`config.mk`:
```
export PLATFORM = sky130hd
export DESIGN_NAME = exp3_unidade_gravacao
export DESIGN_NICKNAME = d
export VERILOG_FILES = /design/src/rtl/exp3_pkg.sv /design/src/rtl/exp3_unidade_gravacao_edge_detector.sv /design/src/rtl/exp3_unidade_gravacao.sv
export SDC_FILE = /design/constraint.sdc
export NUM_CORES = 1
export LEC_CHECK = 0
export ABC_CLOCK_PERIOD_IN_PS = 1300
export CORE_MARGIN = 2
export CORE_UTILIZATION = 38
export DETAILED_ROUTE_END_ITERATION = 8
export PLACE_DENSITY = 0.77
export SKIP_LAST_GASP = 1
export SLEW_MARGIN = 25
export SYNTH_ARGS = -nofsm -noshare
export SYNTH_HDL_FRONTEND = slang
export SYNTH_SLANG_ARGS = --single-unit
```
`constraint.sdc`:
```
create_clock -name clock -period 1.3 [get_ports clock]
set_clock_uncertainty 0.05 [all_clocks]
set_input_delay 0.325 -clock clock [delete_from_list [all_inputs] [get_ports clock]]
set_output_delay 0.325 -clock clock [all_outputs]
set_load 0.02 [all_outputs]
```
`src/rtl/exp3_pkg.sv`:
```
// Shared state codes for the sequence write and check control units.
// One 7-segment decoder serves both units, so these codes must stay in sync.
package exp3_pkg;

    localparam logic [3:0] inicial    = 4'h0;
    localparam logic [3:0] preparacao = 4'h1;
    localparam logic [3:0] espera     = 4'h2;
    localparam logic [3:0] registra   = 4'h4;
    localparam logic [3:0] grava      = 4'h5;
    localparam logic [3:0] proximo    = 4'h6;
    localparam logic [3:0] fim        = 4'hF;
    localparam logic [3:0] codigo_erro = 4'hE;

    typedef enum logic [3:0] {
        S_INICIAL    = inicial,
        S_PREPARACAO = preparacao,
        S_ESPERA     = espera,
        S_REGISTRA   = registra,
        S_GRAVA      = grava,
        S_PROXIMO    = proximo,
        S_FIM        = fim
    } estado_t;

endpackage

```
`src/rtl/exp3_unidade_gravacao_edge_detector.sv`:
```
// Rising-edge detector: one-cycle pulse on each 0->1 transition of sinal.
module edge_detector (
    input  logic clock,
    input  logic reset,
    input  logic sinal,
    output logic pulso
);

    logic sinal_reg;

    always_ff @(posedge clock or posedge reset) begin
        if (reset)
            sinal_reg <= 1'b0;
        else
            sinal_reg <= sinal;
    end

    assign pulso = sinal & ~sinal_reg;

endmodule

```
`src/rtl/exp3_unidade_gravacao.sv`:
```
// Sequence-memory programming unit: Moore FSM, address counter and data
// register that write one switch value per button press.
module exp3_unidade_gravacao
    import exp3_pkg::*;
#(
    parameter int ADDR_W    = 4,
    parameter int DATA_W    = 4,
    parameter int LAST_ADDR = 2**ADDR_W-1
) (
    input  logic              clock,
    input  logic              reset,
    input  logic              iniciar,
    input  logic              jogada,
    input  logic [DATA_W-1:0] chaves,
    output logic              mem_we,
    output logic [ADDR_W-1:0] mem_addr,
    output logic [DATA_W-1:0] mem_dado,
    output logic              pronto,
    output logic [3:0]        db_estado,
    output logic [ADDR_W-1:0] db_contagem
);

    localparam logic [ADDR_W-1:0] ultimo = ADDR_W'(LAST_ADDR);

    estado_t estado, proximo_estado;
    logic jogada_pulso;
    logic limpa, incrementa, carrega;
    logic [ADDR_W-1:0] contagem;
    logic [DATA_W-1:0] dado;

    edge_detector u_edge_detector (
        .clock (clock),
        .reset (reset),
        .sinal (jogada),
        .pulso (jogada_pulso)
    );

    always_ff @(posedge clock or posedge reset) begin
        if (reset)
            estado <= S_INICIAL;
        else
            estado <= proximo_estado;
    end

    // Pulses outside espera are simply ignored, never queued.
    always_comb begin
        proximo_estado = S_INICIAL;
        limpa          = 1'b0;
        incrementa     = 1'b0;
        carrega        = 1'b0;
        mem_we         = 1'b0;
        pronto         = 1'b0;
        db_estado      = codigo_erro;
        case (estado)
            S_INICIAL: begin
                proximo_estado = iniciar ? S_PREPARACAO : S_INICIAL;
                limpa          = 1'b1;
                db_estado      = inicial;
            end
            S_PREPARACAO: begin
                proximo_estado = S_ESPERA;
                limpa          = 1'b1;
                db_estado      = preparacao;
            end
            S_ESPERA: begin
                proximo_estado = jogada_pulso ? S_REGISTRA : S_ESPERA;
                db_estado      = espera;
            end
            S_REGISTRA: begin
                proximo_estado = S_GRAVA;
                carrega        = 1'b1;
                db_estado      = registra;
            end
            S_GRAVA: begin
                proximo_estado = (contagem == ultimo) ? S_FIM : S_PROXIMO;
                mem_we         = 1'b1;
                db_estado      = grava;
            end
            S_PROXIMO: begin
                proximo_estado = S_ESPERA;
                incrementa     = 1'b1;
                db_estado      = proximo;
            end
            S_FIM: begin
                proximo_estado = S_INICIAL;
                pronto         = 1'b1;
                db_estado      = fim;
            end
            default: begin
                proximo_estado = S_INICIAL;
                db_estado      = codigo_erro;
            end
        endcase
    end

    always_ff @(posedge clock or posedge reset) begin
        if (reset)
            contagem <= '0;
        else if (limpa)
            contagem <= '0;
        else if (incrementa)
            contagem <= contagem + ADDR_W'(1);
    end

    always_ff @(posedge clock or posedge reset) begin
        if (reset)
            dado <= '0;
        else if (carrega)
            dado <= chaves;
    end

    assign mem_addr    = contagem;
    assign mem_dado    = dado;
    assign db_contagem = contagem;

endmodule
```
==> impl_metrics.ini, run 1 <==
[floorplan]
ios = 26
start_util_pct = 41.1
dieArea_um2 = 2250
core_um2 = 1750
die_h_um = 47.5
die_x_um = 47.5
num_rows = 15

[detailed_routing]
drt.antenna.violating_nets = 0
wl_per_cell_um = 13.9
vias = 677
viasPerCell = 4.98
drc_errors = 0
drt_iter0_drc = 14
dr.pass1.iters = 4
finalWirelength_um = 1890

[layout]
area_delta_synth_final_pct = 62.5
fin_cells = 136
final_core_util_pct = 66.9
num_antenna_cells = 0
nFillCells = 140
drive_above_1_share_pct = 60.4
final_nets = 121

[logic_synthesis]
ys_seq_area_share_pct = 45.3
syn_avg_cell_area_um2 = 10.4
ys.flop_type = dfrtp_1
syn_nets = 78
synth_edf_count = 0
synthTopCellsByArea = dfrtp_1 45%, mux2_2 6.3%, buf_4 5.2%
ys.warnings.count = 0
async_reset_ff_share_pct = 100
synth.top_cell.area_share_pct = 45.3
ys_seq_elements = 13
yosys.area.top_type = dfrtp_1
syn-instance-count = 69
synthMostInstantiatedCell = dfrtp_1
netlist_area_um2 = 718
synth_common_cells = 13 x dfrtp_1, 5 x buf_4
synth_cell_types = 34

[clock_network]
htreeDepth = 1
clock_sinks = 13
clkTransAtPathRegs_ns = 0.08
cts_buffer_depth = 2
numCtsBuffers = 3
cts_tree = built
clock-root-buffer = clkbuf_4
clock_latency_ns = 0.27
cts-hold-fix-buffers = 0

[job]
drv_cap = 0

[sta]
finalMaxSlewViolations = 0
hold_violations = 0
rsz0062_at_grt = true
fin_crit_sh_pct = 126
fmax_ghz = 0.609
setup_slack_ns = -0.342
min_period_ns = 1.64
fin_hold_ws_ns = 0.281
setup_violations = 14
max_slew_margin_pct = 80.6
tightestPinTransition_ns = 0.287

[critical_path]
crit_path_start = estado[3]$_DFF_PP0_
slowest_stage = dfrtp_1
slowest_delay_ns = 0.42
arrival_ns = 1.27
crit_required_ns = 0.93
worstPathMaxFanout = 3
critPathLaunchType = register
end_kind = output pin
cp_common_cell = buf_6
path_class = register to output pin
r2r-start = estado[1]$_DFF_PP0_
cp_cell_sequence = buf_6 -> a21o_4 -> nand2b_4 -> buf_6

[global_routing]
grtUsageMet3_pct = 3.40
grt.overflow.total = 0
gr-usage-all-layers_pct = 19.2
gr-usage-met1_pct = 26.1
grt_max_degree = 14
grt_pass1_wl_um = 2870
antenna_found_initial = 0
grt_pass1_vias = 618
grtUsageMet2_pct = 29.2
busiest_layer = met2

[place]
post-place-cells = 125
place_ws_ns = -0.515
dp_hpwl_um = 1250
port_buffers = 25
place_congestion = 0.780

[run_status]
status = finished, violations left
violations = negative setup slack

[pwr]
power_density_nw_per_um2 = 2040
power_mw = 2.38
peakVddDrop_uv = 1200
power.leakage_nw = 0.576

[hold_path]
hold_class = primary input to async pin
## layer usage
layer / vias to the layer above / share of wire (%)
li1: 329 / -
met1: 324 / 45
met2: 20 / 48
met3: 4 / 4.5
met4: 0 / 2.1
met5: - / 0
## layout make-up
type,instances,area [µm²],area share [%]
Multi-Input combinational cell,45,398,34.1
Timing Repair Buffer,46,367,31.4
Sequential cell,13,333,28.5
Tap cell,25,31.3,2.68
Clock buffer,3,22.5,1.93
Inverter,3,11.3,0.965
Clock inverter,1,5.00,0.429
## layout by cell type (no fill, tap or decap), types with 3 or more instances in the layout
cell type / synthesis / layout
buf_6: 1 / 9
clkbuf_4: 0 / 3
inv_1: 3 / 3
nand2_1: 4 / 3
mux2_4: 0 / 4
buf_2: 2 / 12
dfrtp_1: 13 / 7
dfrtp_2: 0 / 6
clkdlybuf4s50_1: 0 / 7
buf_4: 5 / 18
## final timing paths
| kind | endpoint | slack (ns) | depth (start not counted) |
|---|---|---|---|
| worst min-delay path | estado[3]$_DFF_PP0_ | 0.28 | 3 |
| max in group asynchronous | estado[0]$_DFF_PP0_ | 0.74 | 3 |
| worst min register to register | mem_dado[3]$_DFFE_PP0P_ | 0.46 | 1 |
| worst max-delay path | db_estado[2] | -0.34 | 4 |
| worst max register to register | mem_dado[2]$_DFFE_PP0P_ | -0.32 | 5 |
| min in group clock | mem_dado[3]$_DFFE_PP0P_ | 0.46 | 1 |
## power breakdown
group	internal (mW)	total [mW]	leakage, nW	switching, mW
logic	0.782	1.46	0.399	0.677
clock network	0.114	0.250	0.0177	0.136
registers	0.541	0.669	0.159	0.128
## critical path, delay by kind of cell, from the launching register on
kind	cells	cell delay, ns
AO/OA/AOI/OAI	1	0.19
AND/OR/NAND/NOR	1	0.13
buffers and inverters	2	0.25
flip-flops	1	0.42
## cell families (layout without fill, tap and decap cells)
group / count (synthesis) / in the layout / synth area share (%)
and+or+nand+nor: 24 / 24 / 19.9
AOI/OAI and AO/OA: 15 / 15 / 15.7
DFF: 13 / 13 / 45.3
buffers and inverters: 11 / 53 / 9.76
muxes: 5 / 5 / 7.67
adders and majority gates: 1 / 1 / 1.74
## metrics by stage
| step | TNS (ns) | instance area [µm²] |
|---|---|---|
| 5_1_grt | -4.36 | 1170 |
| 3_5_place_dp | -4.17 | 1100 |
| 3_3_place_gp | -3.79 | 1100 |
| 4_1_cts | -3.39 | 1130 |
| 2_1_floorplan | -0.323 | 772 |
| 6_report | -3.82 | 1170 |
## timing repair
| item | CTS | global route |
|---|---|---|
| gates resized for setup | 84 | 16 |
| endpoints found under the setup margin | 26 | 19 |
| setup buffers | 6 | 2 |
| pin swaps | 4 | 3 |
| endpoints found under the hold margin | 0 | 0 |
(Power assumes the default switching activity.)
==> inputs of run 2 (changes only) <==
--- a/config.mk
+++ b/config.mk
@@ -9,6 +9,7 @@
 export CORE_MARGIN = 2
 export CORE_UTILIZATION = 38
 export DETAILED_ROUTE_END_ITERATION = 8
+export MAX_ROUTING_LAYER = met4
 export PLACE_DENSITY = 0.77
 export SKIP_LAST_GASP = 1
 export SLEW_MARGIN = 25
==> run 2 against run 1 <==
The flow still finishes with violations (negative setup slack). Utilization unchanged. Register-to-register slack about the same. Clock-buffer cell count unchanged. Combinational power about the same. Worst hold slack better by 0.0014 ns. Clock power about the same. Total power about the same. Via count unchanged. Sequential share of layout area unchanged. Sequential power about the same. Critical path depth unchanged. Critical endpoint unchanged. Highest routed layer unchanged.
==> impl_metrics.ini, run 2 (synthesis results as in run 1) <==
[sta]
fmax_ghz = 0.609
finalMaxSlewViolations = 0
hold_violations = 0
fin_crit_sh_pct = 126
rsz0062_at_grt = true
setup_violations = 14
setup_slack_ns = -0.341
min_period_ns = 1.64
max_slew_margin_pct = 80.6
tightestPinTransition_ns = 0.287
fin_hold_ws_ns = 0.283

[detailed_routing]
drt.antenna.violating_nets = 0
drt_iter0_drc = 14
finalWirelength_um = 1890
drc_errors = 0
dr.pass1.iters = 4
vias = 677
wl_per_cell_um = 13.9
viasPerCell = 4.98

[global_routing]
gr-usage-met1_pct = 26.1
grt_pass1_vias = 619
grt_max_degree = 14
grt_pass1_wl_um = 2880
grtUsageMet2_pct = 29.2
busiest_layer = met2
gr-usage-all-layers_pct = 19.8
grt.overflow.total = 0
antenna_found_initial = 0
grtUsageMet3_pct = 3.40

[place]
post-place-cells = 125
dp_hpwl_um = 1250
place_congestion = 0.791
port_buffers = 25
place_ws_ns = -0.515

[critical_path]
worstPathMaxFanout = 3
arrival_ns = 1.27
end_kind = output pin
path_class = register to output pin
ff2ff_path_depth = 5
critPathLaunchType = register
crit_required_ns = 0.93

[pwr]
power_density_nw_per_um2 = 2040
seqPwrFrac_pct = 28.1
p_int_mw = 1.44
power.leakage_nw = 0.576
power_switching_uw = 940
p_comb_share_pct = 61.4
power_mw = 2.38
clkPwrFrac_pct = 10.5
peakVddDrop_uv = 1200
switching_share_pct = 39.6

[clock_network]
clkTransAtPathRegs_ns = 0.08
clock_latency_ns = 0.27
cts_tree = built
htreeDepth = 1
clock_sinks = 13
numCtsBuffers = 3
cts_buffer_depth = 2
clock-root-buffer = clkbuf_4

[floorplan]
core_um2 = 1750
num_rows = 15
ios = 26
die_x_um = 47.5
start_util_pct = 41.1
dieArea_um2 = 2250
die_h_um = 47.5

[layout]
final_nets = 121
final_core_util_pct = 66.9
multi_input_comb_area_um2 = 398
seqCellArea_um2 = 333
drive_above_1_share_pct = 60.4
fin_cells = 136
nFillCells = 140
layout_common_cells = 18 x buf_4, 12 x buf_2, 9 x buf_6, 7 x dfrtp_1, 7 x clkdlybuf4s50_1
area_delta_synth_final_pct = 62.5
final_common_cell = buf_4
num_antenna_cells = 0

[hold_path]
hold_class = primary input to async pin

[run_status]
status = finished, violations left
violations = negative setup slack

[job]
drv_cap = 0
run 2: final cells by class:
class / count / share of cell area, %
Multi-Input combinational cell: 45 / 34.1
Sequential cell: 13 / 28.5
Clock buffer: 3 / 1.93
Tap cell: 25 / 2.68
Inverter: 3 / 0.965
Clock inverter: 1 / 0.429
Timing Repair Buffer: 46 / 31.4
run 2: worst max-delay path: stages, from the launching register on:
cell and delay, ns:
dfrtp_1 0.42, buf_6 0.13, a21o_4 0.19, nand2b_4 0.13, buf_6 0.12
run 2: power by group through the flow:
stage | clock [mW] | sequential [mW] | combinational [mW]
6_report | 0.248 | 0.669 | 1.46
5_1_grt | 0.278 | 0.685 | 1.56
4_1_cts | 0.255 | 0.644 | 1.37
3_5_place_dp | 0 | 0.650 | 1.35
3_3_place_gp | 0 | 0.640 | 1.34
2_1_floorplan | 0 | 0.723 | 0.783
run 2: final timing paths:
| check | endpoint | slack (ns) | start |
|---|---|---|---|
| worst max-delay path | db_estado[2] | -0.34 | estado[3]$_DFF_PP0_ |
| worst min-delay path | estado[3]$_DFF_PP0_ | 0.28 | reset |
| worst max register to register | mem_dado[2]$_DFFE_PP0P_ | -0.32 | estado[1]$_DFF_PP0_ |
| worst min register to register | mem_dado[3]$_DFFE_PP0P_ | 0.46 | mem_dado[3]$_DFFE_PP0P_ |
| max in group asynchronous | estado[0]$_DFF_PP0_ | 0.74 | reset |
| min in group clock | mem_dado[3]$_DFFE_PP0P_ | 0.46 | mem_dado[3]$_DFFE_PP0P_ |
run 2: metal layers:
| layer | wire length [µm] | vias up |
|---|---|---|
| li1 | - | 329 |
| met5 | 0 | - |
| met1 | 849 | 324 |
| met2 | 911 | 20 |
| met3 | 84 | 4 |
| met4 | 40 | 0 |
run 2: what timing repair did:
| item | CTS | global route |
|---|---|---|
| pin swaps | 4 | 3 |
| buffers inserted | 6 | 2 |
| hold buffers | 0 | 0 |
| gates resized for setup | 84 | 16 |
| endpoints found under the setup margin | 26 | 19 |
run 2: stage by stage:
stage	setup TNS (ns)	area (µm²)
after global placement	-3.79	1100
after floorplan	-0.323	772
final	-3.81	1170
after global routing	-4.36	1170
after detailed placement	-4.17	1100
after CTS	-3.39	1130
==> inputs of run 3 (changes only) <==
--- a/config.mk
+++ b/config.mk
@@ -5,9 +5,9 @@
 export SDC_FILE = /design/constraint.sdc
 export NUM_CORES = 1
 export LEC_CHECK = 0
-export ABC_CLOCK_PERIOD_IN_PS = 1300
+export ABC_CLOCK_PERIOD_IN_PS = 1800
 export CORE_MARGIN = 2
-export CORE_UTILIZATION = 38
+export CORE_UTILIZATION = 40
 export DETAILED_ROUTE_END_ITERATION = 8
 export MAX_ROUTING_LAYER = met4
 export PLACE_DENSITY = 0.77
==> constraint.sdc (replaced) <==
create_clock -name clock -period 1.8 [get_ports clock]
set_clock_uncertainty 0.05 [all_clocks]
set_input_delay 0.45 -clock clock [delete_from_list [all_inputs] [get_ports clock]]
set_output_delay 0.45 -clock clock [all_outputs]
set_load 0.02 [all_outputs]
==> run 3 against run 2 <==
The run now ends clean. Die area down 4.6%. Critical path depth unchanged. Wire length down 11%. Largest cell class unchanged. Largest power group unchanged.
==> impl_metrics.ini, run 3 (synthesis results as in run 1) <==
[critical_path]
arrival_ns = 1.26
slowest_stage = dfrtp_1
slowest_delay_ns = 0.40
cp_common_cell = buf_6
path_class = register to output pin
worstPathMaxFanout = 5
cp_cell_sequence = buf_6 -> a21o_1 -> nand2b_1 -> buf_6
cp.buffers_inverters = 2
path_delay_family = flip-flops
end_kind = output pin
crit_required_ns = 1.30
critPathLaunchType = register

[detailed_routing]
drt.antenna.violating_nets = 0
drc_errors = 0
vias = 631
dr.pass1.iters = 4
wl_per_cell_um = 13.3
finalWirelength_um = 1670
drt_iter0_drc = 17
viasPerCell = 5.01

[clock_network]
clock_latency_ns = 0.27
cts_tree = built
numCtsBuffers = 3
cts_buffer_depth = 2
clkTransAtPathRegs_ns = 0.08
cts-hold-fix-buffers = 0
clock_sinks = 13
htreeDepth = 1
clock-root-buffer = clkbuf_4

[layout]
layout_common_cells = 13 x dfrtp_1, 11 x clkdlybuf4s50_1, 10 x buf_4, 8 x dlygate4sd2_1
final_common_cell = dfrtp_1
final_area_um2 = 1050
multi_input_comb_area_um2 = 329
fin_cells = 126
area_delta_synth_final_pct = 46.0
num_antenna_cells = 0
drive_above_1_share_pct = 28.7
seqCellArea_um2 = 325
nFillCells = 150
final_core_util_pct = 61.4
final_nets = 111

[sta]
setup-tns-final_ns = 0
fin_hold_ws_ns = 0.443
rsz0062_at_grt = true
tightestPinTransition_ns = 0.506
hold_violations = 0
finalMaxSlewViolations = 0
setup_violations = 0
max_slew_margin_pct = 66.2
min_period_ns = 1.76
fin_crit_sh_pct = 98.0
setup_slack_ns = 0.0352
fmax_ghz = 0.567

[pwr]
seqPwrFrac_pct = 29.6
peakVddDrop_uv = 821
switching_share_pct = 39.7
power_density_nw_per_um2 = 1460
power_mw = 1.53
power.leakage_nw = 0.529
power_switching_uw = 606
p_int_uw = 922
clkPwrFrac_pct = 11.9
p_comb_share_pct = 58.4

[run_status]
status = finished clean

[global_routing]
grt_pass1_wl_um = 2360
grt_max_degree = 14
gr-usage-all-layers_pct = 16.6
antenna_found_initial = 0
grt.overflow.total = 0
grt_pass1_vias = 510

[place]
place_ws_ns = -0.189
port_buffers = 25
post-place-cells = 118
dp_hpwl_um = 1220
placed_area_um2 = 993
place_congestion = 0.735

[floorplan]
die_x_um = 46.4
die_h_um = 46.4
core_um2 = 1710
num_rows = 15
start_util_pct = 42.1
dieArea_um2 = 2150
ios = 26

[job]
drv_cap = 0

[hold_path]
hold_class = primary input to async pin
[run 3: changes by cell type in the layout (fill, tap and decap cells not counted), moves of 6 or more]
cell           delta
dfrtp_2           -6
dfrtp_1           +6
buf_2            -11
dlygate4sd2_1     +8
buf_6             -6
buf_4             -8
[run 3: power by group through the flow]
stage | clock, mW | sequential, mW | combinational (mW)
floorplan | 0 | 0.515 | 0.461
global placement | 0 | 0.451 | 0.860
detailed placement | 0 | 0.455 | 0.872
CTS | 0.186 | 0.449 | 0.822
global route | 0.205 | 0.468 | 0.948
finish | 0.182 | 0.453 | 0.893
[run 3: cell type report]
class / instances / share of cell area [%]
repair buffers: 36 / 30.9
flip-flops and latches: 13 / 31.0
clock inverters: 1 / 0.477
inverters: 3 / 1.07
multi-input cells: 45 / 31.4
clock buffers: 3 / 2.15
well taps: 25 / 2.98
[run 3: worst reg2reg max path: cells and delay by family, from the launching register on]
family / cells / cell delay, ns
AND/OR/NAND/NOR: 1 / 0.40
AO/OA/AOI/OAI: 1 / 0.16
multiplexers: 1 / 0.15
flip-flops: 1 / 0.37
buffers and inverters: 3 / 0.34
[run 3: final timing paths]
kind	startpoint	endpoint	slack, ns	cells after the start
hold reg to reg	mem_dado[1]$_DFFE_PP0P_	mem_dado[1]$_DFFE_PP0P_	0.46	1
max in group asynchronous	reset	mem_dado[3]$_DFFE_PP0P_	0.92	2
setup / recovery	estado[3]$_DFF_PP0_	db_estado[2]	0.04	4
min in group clock	mem_dado[1]$_DFFE_PP0P_	mem_dado[1]$_DFFE_PP0P_	0.46	1
hold / removal	reset	mem_dado[1]$_DFFE_PP0P_	0.44	2
setup reg to reg	estado[1]$_DFF_PP0_	db_contagem[0]$_DFFE_PP0P_	0.28	6
[run 3: timing repair]
action | 4_1_cts | 5_1_grt
hold endpoints to repair | 0 | 0
pin swaps | 0 | 0
gates resized for setup | 25 | 13
buffers inserted | 0 | 4
endpoints found under the setup margin | 14 | 6
cloned | 0 | 0
[run 3: per-layer routing]
| layer | share of wire [%] | wire length (µm) | GRT usage, % | up-vias |
|---|---|---|---|---|
| met4 | 1.1 | 19 | 8.57 | 0 |
| met3 | 2.9 | 49 | 2.35 | 2 |
| met2 | 51 | 861 | 23.6 | 16 |
| met5 | 0 | 0 | - | - |
| met1 | 44 | 741 | 22.7 | 305 |
| li1 | - | - | - | 308 |
